**src/rtl/vec_issue_queue.sv**
```systemverilog
// Scalar-side issue buffer feeding vector decode: in-order FIFO of
// {inst, rs1, rs2}, with a config barrier that waits for the new vl.
//
// Ports:
//   clk, reset            rising-edge clock, synchronous active-high reset
//   scalar_valid/ready    issue handshake from the scalar pipeline
//   scalar_inst/rs1/rs2   instruction word and captured operand values
//   vec_valid/ready       head handshake toward vector decode
//   vec_inst/rs1/rs2      FIFO head contents
//   cfg_done, cfg_vl      vector unit returns vl for a config instruction
//   wb_valid/rd/data      one-cycle scalar register writeback of vl
//   illegal               one-cycle pulse after accepting a non-vector opcode
//   count                 current FIFO occupancy
module vec_issue_queue #(
    parameter int XLEN  = 32,
    parameter int DEPTH = 4
) (
    input  logic                       clk,
    input  logic                       reset,
    input  logic                       scalar_valid,
    input  logic [XLEN-1:0]            scalar_inst,
    input  logic [XLEN-1:0]            scalar_rs1,
    input  logic [XLEN-1:0]            scalar_rs2,
    output logic                       scalar_ready,
    output logic                       vec_valid,
    output logic [XLEN-1:0]            vec_inst,
    output logic [XLEN-1:0]            vec_rs1,
    output logic [XLEN-1:0]            vec_rs2,
    input  logic                       vec_ready,
    input  logic                       cfg_done,
    input  logic [XLEN-1:0]            cfg_vl,
    output logic                       wb_valid,
    output logic [4:0]                 wb_rd,
    output logic [XLEN-1:0]            wb_data,
    output logic                       illegal,
    output logic [$clog2(DEPTH+1)-1:0] count
);

    localparam int PW = $clog2(DEPTH);
    localparam int CW = $clog2(DEPTH+1);

    typedef enum logic {
        RUN,
        CFG_WAIT
    } state_t;

    state_t state, state_nxt;

    logic [XLEN-1:0] mem_inst [DEPTH];
    logic [XLEN-1:0] mem_rs1  [DEPTH];
    logic [XLEN-1:0] mem_rs2  [DEPTH];

    logic [PW-1:0] rd_ptr;
    logic [PW-1:0] wr_ptr;
    logic [4:0]    cfg_rd;

    logic full;
    logic empty;
    logic accept;
    logic is_vec;
    logic is_cfg;
    logic push;
    logic pop;

    assign full   = (count == CW'(DEPTH));
    assign empty  = (count == '0);
    assign accept = scalar_valid && scalar_ready;
    assign push   = accept && is_vec;
    assign pop    = vec_valid && vec_ready;

    always_comb begin
        is_vec = 1'b0;
        unique case (scalar_inst[6:0])
            7'h57:   is_vec = 1'b1;
            7'h07:   is_vec = 1'b1;
            7'h27:   is_vec = 1'b1;
            default: is_vec = 1'b0;
        endcase
    end

    assign is_cfg = (scalar_inst[6:0] == 7'h57)
                 && (scalar_inst[14:12] == 3'b111);

    // State register
    always_ff @(posedge clk) begin
        if (reset) begin
            state <= RUN;
        end else begin
            state <= state_nxt;
        end
    end

    // Next-state logic
    always_comb begin
        state_nxt = state;
        unique case (state)
            RUN: begin
                if (accept && is_cfg) begin
                    state_nxt = CFG_WAIT;
                end
            end
            CFG_WAIT: begin
                if (cfg_done) begin
                    state_nxt = RUN;
                end
            end
            default: state_nxt = RUN;
        endcase
    end

    // Output logic: ready depends only on registered state and count
    always_comb begin
        scalar_ready = 1'b0;
        unique case (state)
            RUN:      scalar_ready = !full;
            CFG_WAIT: scalar_ready = 1'b0;
            default:  scalar_ready = 1'b0;
        endcase
    end

    // Entry storage needs no reset; only occupancy makes it visible
    always_ff @(posedge clk) begin
        if (push) begin
            mem_inst[wr_ptr] <= scalar_inst;
            mem_rs1[wr_ptr]  <= scalar_rs1;
            mem_rs2[wr_ptr]  <= scalar_rs2;
        end
    end

    // Power-of-two depth lets the pointers wrap naturally
    always_ff @(posedge clk) begin
        if (reset) begin
            rd_ptr <= '0;
            wr_ptr <= '0;
            count  <= '0;
        end else begin
            if (push) begin
                wr_ptr <= wr_ptr + PW'(1);
            end
            if (pop) begin
                rd_ptr <= rd_ptr + PW'(1);
            end
            if (push && !pop) begin
                count <= count + CW'(1);
            end else if (pop && !push) begin
                count <= count - CW'(1);
            end
        end
    end

    assign vec_valid = !empty;
    assign vec_inst  = mem_inst[rd_ptr];
    assign vec_rs1   = mem_rs1[rd_ptr];
    assign vec_rs2   = mem_rs2[rd_ptr];

    // Destination of the pending config instruction
    always_ff @(posedge clk) begin
        if (reset) begin
            cfg_rd <= '0;
        end else if (state == RUN && accept && is_cfg) begin
            cfg_rd <= scalar_inst[11:7];
        end
    end

    // Writeback of the returned vl; x0 destinations are suppressed
    always_ff @(posedge clk) begin
        if (reset) begin
            wb_valid <= 1'b0;
            wb_rd    <= '0;
            wb_data  <= '0;
        end else begin
            wb_valid <= 1'b0;
            if (state == CFG_WAIT && cfg_done) begin
                wb_valid <= (cfg_rd != 5'd0);
                wb_rd    <= cfg_rd;
                wb_data  <= cfg_vl;
            end
        end
    end

    always_ff @(posedge clk) begin
        if (reset) begin
            illegal <= 1'b0;
        end else begin
            illegal <= accept && !is_vec;
        end
    end

endmodule
```
**config.mk**
```make
export PLATFORM = sky130hd
export DESIGN_NAME = vec_issue_queue
export DESIGN_NICKNAME = d
export VERILOG_FILES = /design/src/rtl/vec_issue_queue.sv
export SDC_FILE = /design/constraint.sdc
export NUM_CORES = 1
export LEC_CHECK = 0
export BUFFER_PORTS_ARGS = -buffer_cell sky130_fd_sc_hd__buf_2
export CAP_MARGIN = 10
export CORE_MARGIN = 10
export CORE_UTILIZATION = 43
export DETAILED_ROUTE_END_ITERATION = 6
export PLACE_DENSITY = 0.71
export SLEW_MARGIN = 10
export SYNTH_ARGS = -nofsm -noshare
export SYNTH_HDL_FRONTEND = slang
export SYNTH_SLANG_ARGS = --single-unit
```
**constraint.sdc**
```tcl
create_clock -name clk -period 5.4 [get_ports clk]
set_input_delay 1.08 -clock clk [delete_from_list [all_inputs] [get_ports clk]]
set_output_delay 1.08 -clock clk [all_outputs]
set_load 0.02 [all_outputs]
```
== Word-level counts from Yosys, hierarchy flattened ==
Memory sizes are Yosys's and may differ from the RTL's. A register that Yosys moved wholly into a read port is not among the register bits.
Index checks and enable logic that the tools add are counted.

* Register bits: 52
* Bits in writable memories: 384
* Input port bits: 133
* Word-level logic and storage cells: 59
* Memories: 3

* Add/sub/neg operators: 4
* Equal/unequal tests: 5
* Muxes and demuxes: 15
* Bitwise gates (word level): 2
* Reduce and logical (&&, ||, !) cells: 21

{| class="wikitable"
|+ Memories
! memory !! words !! bits a word !! read ports !! clocked after memory_dff !! wr ports !! line !! source
|-
| mem_inst || 4 || 32 || 1 || 1 || 1 || 49 || <nowiki>logic [XLEN-1:0] mem_inst [DEPTH];</nowiki>
|-
| mem_rs1 || 4 || 32 || 1 || 1 || 1 || 50 || <nowiki>logic [XLEN-1:0] mem_rs1 [DEPTH];</nowiki>
|-
| mem_rs2 || 4 || 32 || 1 || 1 || 1 || 51 || <nowiki>logic [XLEN-1:0] mem_rs2 [DEPTH];</nowiki>
|}

{| class="wikitable"
|+ Operator list
! kind !! count
|-
| two-way mux 2 bit || 6
|-
| logical AND 1 bit || 11
|-
| equality test 7 x 3 -> 1 bit, second input constant || 1
|-
| equality test 7 x 6 -> 1 bit, second input constant || 1
|-
| equality test 7 bit, second input constant || 1
|-
| equality test 3 bit, second input constant || 2
|-
| two-way mux 3 bit || 2
|-
| logical NOT 1 bit || 5
|-
| two-way mux 1 bit || 5
|-
| nonzero test 5 bit || 1
|-
| adder 2 x 1 -> 2 bit, second input constant || 2
|-
| one-hot mux 1 bit (2 select lines) || 2
|-
| adder 3 x 1 -> 3 bit, second input constant || 1
|-
| logical NOT 3 bit || 1
|-
| OR reduction 3 bit || 1
|-
| subtractor 3 x 1 -> 3 bit, second input constant || 1
|-
| inverter 1 bit || 2
|-
| nonzero test 2 bit || 1
|-
| OR reduction 2 bit || 1
|}

== Depth between registers and ports, before layout ==
* Depth in word-level cells: 9
* Mapped depth: 8
* Mapped depth without buffers: 8

== Worst setup path before layout ==
Ideal clock, no wire load.

* Path kind: input to register
* Start: input scalar_inst[4]
* End: memory mem_inst[0][0] (enable)
* Data arrival time: 3.126 ns
* Required time: 4.987 ns
* Slack: 1.861 ns
* Stages on the path: 3
* Path buffers: 0
* Cell sequence: or2_4 > a2111oi_4 > and2_2

* Word-level cells in the longest chain between the ends: 6

{| class="wikitable"
|+ Ends and longest elaborated chain
! what !! line !! source
|-
| start, declared || 21 || <nowiki>input logic [XLEN-1:0] scalar_inst,</nowiki>
|-
| equality test 7 bit, or another cell as far along || 73 || <nowiki>unique case (scalar_inst[6:0])</nowiki>
|-
| OR reduction 3 bit (no source line) * || -- ||
|-
| two-way mux 1 bit * || 73 ||
|-
| logical AND 1 bit * || 68 || <nowiki>assign push = accept && is_vec;</nowiki>
|-
| net push || 62 || <nowiki>logic push;</nowiki>
|-
| two-way mux 1 bit * || 123 || <nowiki>if (push) begin</nowiki>
|-
| two-way mux 1 bit (not written as such) * || 124 || <nowiki>mem_inst[wr_ptr] <= scalar_inst;</nowiki>
|-
| end, declared || 49 ||
|}

The timed path passes the listed nets; every way through them passes the cells marked *.

==> PnR_summary.wiki <==
{| class="wikitable"
! Metric !! Value
|-
| Final HPWL DP || approximately 21 mm
|-
| Kind of end point of the critical path || output pin
|-
| Number of global-route vias before repair || 8,584
|-
| Leading cell type in the layout, fill and taps excluded || sky130_fd_sc_hd__edfxtp_1
|-
| Total vias in the final route || approximately 7,900
|-
| Horizontal die dimension || 212.3 um
|-
| Count of state elements after synthesis || between 400 and 500
|-
| Depth of the most critical reg-to-reg path || 4
|-
| Count of max-cap constraint violations || 0
|-
| Cell types with the largest area share after synthesis || sky130_fd_sc_hd__edfxtp_1 (72%), sky130_fd_sc_hd__mux4_2 (14%), sky130_fd_sc_hd__dfxtp_1 (6.8%), sky130_fd_sc_hd__nand2_1 (1.8%), sky130_fd_sc_hd__a21oi_1 (1.2%)
|-
| Pins Over Slew Limit || 0
|-
| Peak supply drop || ~0.00036 V
|-
| RSZ-0062 raised after global routing || no
|-
| Total die area || 0.04508 mm^2
|-
| Most frequent cells in the layout || sky130_fd_sc_hd__edfxtp_1 (384), sky130_fd_sc_hd__buf_2 (272), sky130_fd_sc_hd__mux4_2 (96)
|-
| DR iter-0 viols || 447
|-
| Total power consumption of the routed design || approximately 8.3 mW
|-
| Routed wire per std cell || roughly 22 um
|-
| Status || finished, final reports clean
|-
| Signed area change from the synthesized netlist to the final layout || 21.08%
|-
| Fraction of final layout cells with drive strength greater than 1 || 0.4176
|-
| Starting utilization of the core area || 0.4355
|-
| Worst slack at placement || ~1.6 ns
|-
| Total negative slack for setup checks || 0 ns
|-
| Minimum clock period || around 3.6 ns
|-
| Overflow left after global routing || 0
|-
| Fmax || about 280 MHz
|-
| Critical path data arrival time || about 2.5 ns
|-
| Cells after synthesis || 748
|-
| Non-Filler Instances || 1,539
|-
| CTS tree || built
|-
| DRT Pass-1 Iters || 4
|-
| Final worst setup slack || 1.803 ns
|-
| Placed Area || 0.01783 mm^2
|-
| Yosys warning count || 0
|-
| Global-route wire length before repair || 50.38 mm
|-
| Worst setup skew after layout || 0.02094 ns
|-
| Class of the tightest hold or removal check || flop to flop
|-
| Post-route antenna net violation count || 0
|-
| Hold-fix buffers at CTS || 0
|-
| Worst Max-Slew Pin Slew || 0.9979 ns
|-
| Leakage power || 6.504 nW
|-
| Number of synthesized flops with an enable pin || 384
|-
| Depth of the critical timing path with buffers and inverters included || 3
|-
| Peak per-stage delay on the critical path || 0.91 ns
|-
| Peak fanout along the critical path || 57
|-
| Vias/cell || 5.110
|-
| Largest net degree at the start of global routing || 97
|-
| Number of I/O port buffers || 272
|-
| Top cell type's share of synthesized area || 0.7250
|-
| Element type at the critical path start || flop
|-
| Top cell type by total area after synthesis || sky130_fd_sc_hd__edfxtp_1
|-
| Clock root buffer master || sky130_fd_sc_hd__clkbuf_16
|-
| Count of buffer and inverter cells on the critical path || 2
|-
| Latest clock arrival within the worst-skew pair || 0.55 ns
|-
| Mean cell area of the mapped netlist || 21.26 um^2
|-
| # H-tree levels || 2
|-
| Total power per unit cell area || 429.6 mW/mm^2
|-
| Category of the most critical setup path || flop to output pin
|-
| Part of the cycle the worst path needs || 0.6661
|-
| Sequential area share after synthesis || 0.7930
|-
| Finished Cell Area || roughly 0.019 mm^2
|-
| Count of unique library cells instantiated by Yosys || 33
|-
| Clock buffer count from CTS || 44
|-
| Cell area after synthesis || 0.01591 mm^2
|-
| Worst hold path cell count || 2
|-
| Total of cells resized after clock tree synthesis || 0
|-
| Number of antenna violations at the first check in global routing || 8
|-
| Max-slew headroom at the worst pin || 0.3347
|-
| Crit path required time || 4.32 ns
|-
| Most used flip-flop cell after synthesis || sky130_fd_sc_hd__edfxtp_1
|-
| Family of cells with the greatest summed delay on the critical path || flip-flops
|-
| Asr flop ratio synth || 0
|-
| Clock transition time at the flip-flop clock pins of the worst setup and hold paths || 0.06 ns
|-
| DRT Wirelength || 33.31 mm
|-
| Core utilization of the finished layout || 0.5273
|-
| Critical-path top delay cell || sky130_fd_sc_hd__dfxtp_4
|-
| Final-layout fill cell count || 2,861
|-
| Num rows || 70
|-
| IO Pins || 273
|-
| Die Ht || 212.3 um
|-
| Series of cell instances along the critical path || buf_4 -> mux4_2 -> buf_2
|-
| Core Area || 0.03652 mm^2
|-
| Post-Syn Nets || about 890
|-
| Post-CTS setup buffers || 0
|-
| Tot GR Track Use || 0.1474
|-
| Total instance count after detailed placement || 1,460
|-
| Maximum count of clock buffers along a single path || 3
|-
| Final count of hold timing violations || 0
|-
| Post-layout net count || ~1,200
|-
| Final setup fails || 0
|-
| GPL Wtd Cong || roughly 0.75
|-
| Number of sinks handled by clock tree synthesis || 438
|-
| Post-route DRC || 0
|-
| Worst hold margin || 0.4518 ns
|}
==> report_power, final <==
group	internal (mW)	total, mW	switching, mW
registers	3.71	3.74	0.0390
logic	0.674	1.54	0.863
clock network	1.80	2.99	1.19
total	6.18	8.27	2.10
==> final cells by class <==
class	instances	area [um^2]	share of cell area
clock buffers	51	1149	0.05964
repair buffers	280	1484	0.07705
well taps	468	585.6	0.03041
diodes	3	7.507	0.0003898
flip-flops and latches	438	12620	0.6553
multi-input cells	271	3136	0.1628
inverters	3	11.26	0.0005847
clock inverters	25	266.5	0.01384
==> synth_stat cells, drive strengths merged, types with 3 or more instances <==
library cell and count:
nor2 10, a21oi 39, inv 3, clkbuf 16, ha 5, and2 5, mux4 96, mux2i 7
buf 20, nand2b 11, xor2 4, edfxtp 384, nand2 76, dfxtp 54
==> metal layers <==
| layer | global-route usage | vias to the layer above | part of all wire |
|---|---|---|---|
| li1 | - | 3583 | - |
| met1 | 0.1777 | 3961 | 0.40 |
| met3 | 0.05802 | 57 | 0.090 |
| met2 | 0.2414 | 254 | 0.49 |
| met4 | 0.04210 | 10 | 0.022 |
| met5 | 0 | - | 0.0021 |
==> cell families after synthesis <==
group,Yosys count,synth area share
XOR/XNOR,5,0.002753
buffers and inverters,39,0.01038
AND/OR/NAND/NOR,114,0.03296
multiplexers,103,0.1403
AO/OA/AOI/OAI,43,0.01542
adder cells (fa/ha/maj),6,0.005192
flip-flops,438,0.7930
==> flip-flops by register name, indices dropped and copies added, names as in the netlist, named ones only <==
name	flops
wb_data	32
mem_rs1	128
rd_ptr	2
state	1
mem_rs2	128
count	3
mem_inst	128
wb_valid	1
illegal	1
cfg_rd	5
wr_ptr	2
wb_rd	5
==> path summary, 6_finish.rpt <==
kind | start | endpoint | slack [ns]
setup / recovery | flop | vec_rs2[11] | 1.80
hold / removal | wb_data[15] | wb_data[15] | 0.45
setup reg to reg | count[0] | mem_inst[3][16] | 2.75
hold reg to reg | wb_data[15] | wb_data[15] | 0.45
==> worst reg2reg max path, delay by kind of cell (launching register included) <==
| family | cells | cell delay (ns) |
|---|---|---|
| AND/OR/NAND/NOR | 2 | 0.85 |
| AO/OA/AOI/OAI | 1 | 0.59 |
| flip-flops | 1 | 0.43 |
| buffers and inverters | 1 | 0.41 |
Note: power is estimated with default switching activity, not from simulation.
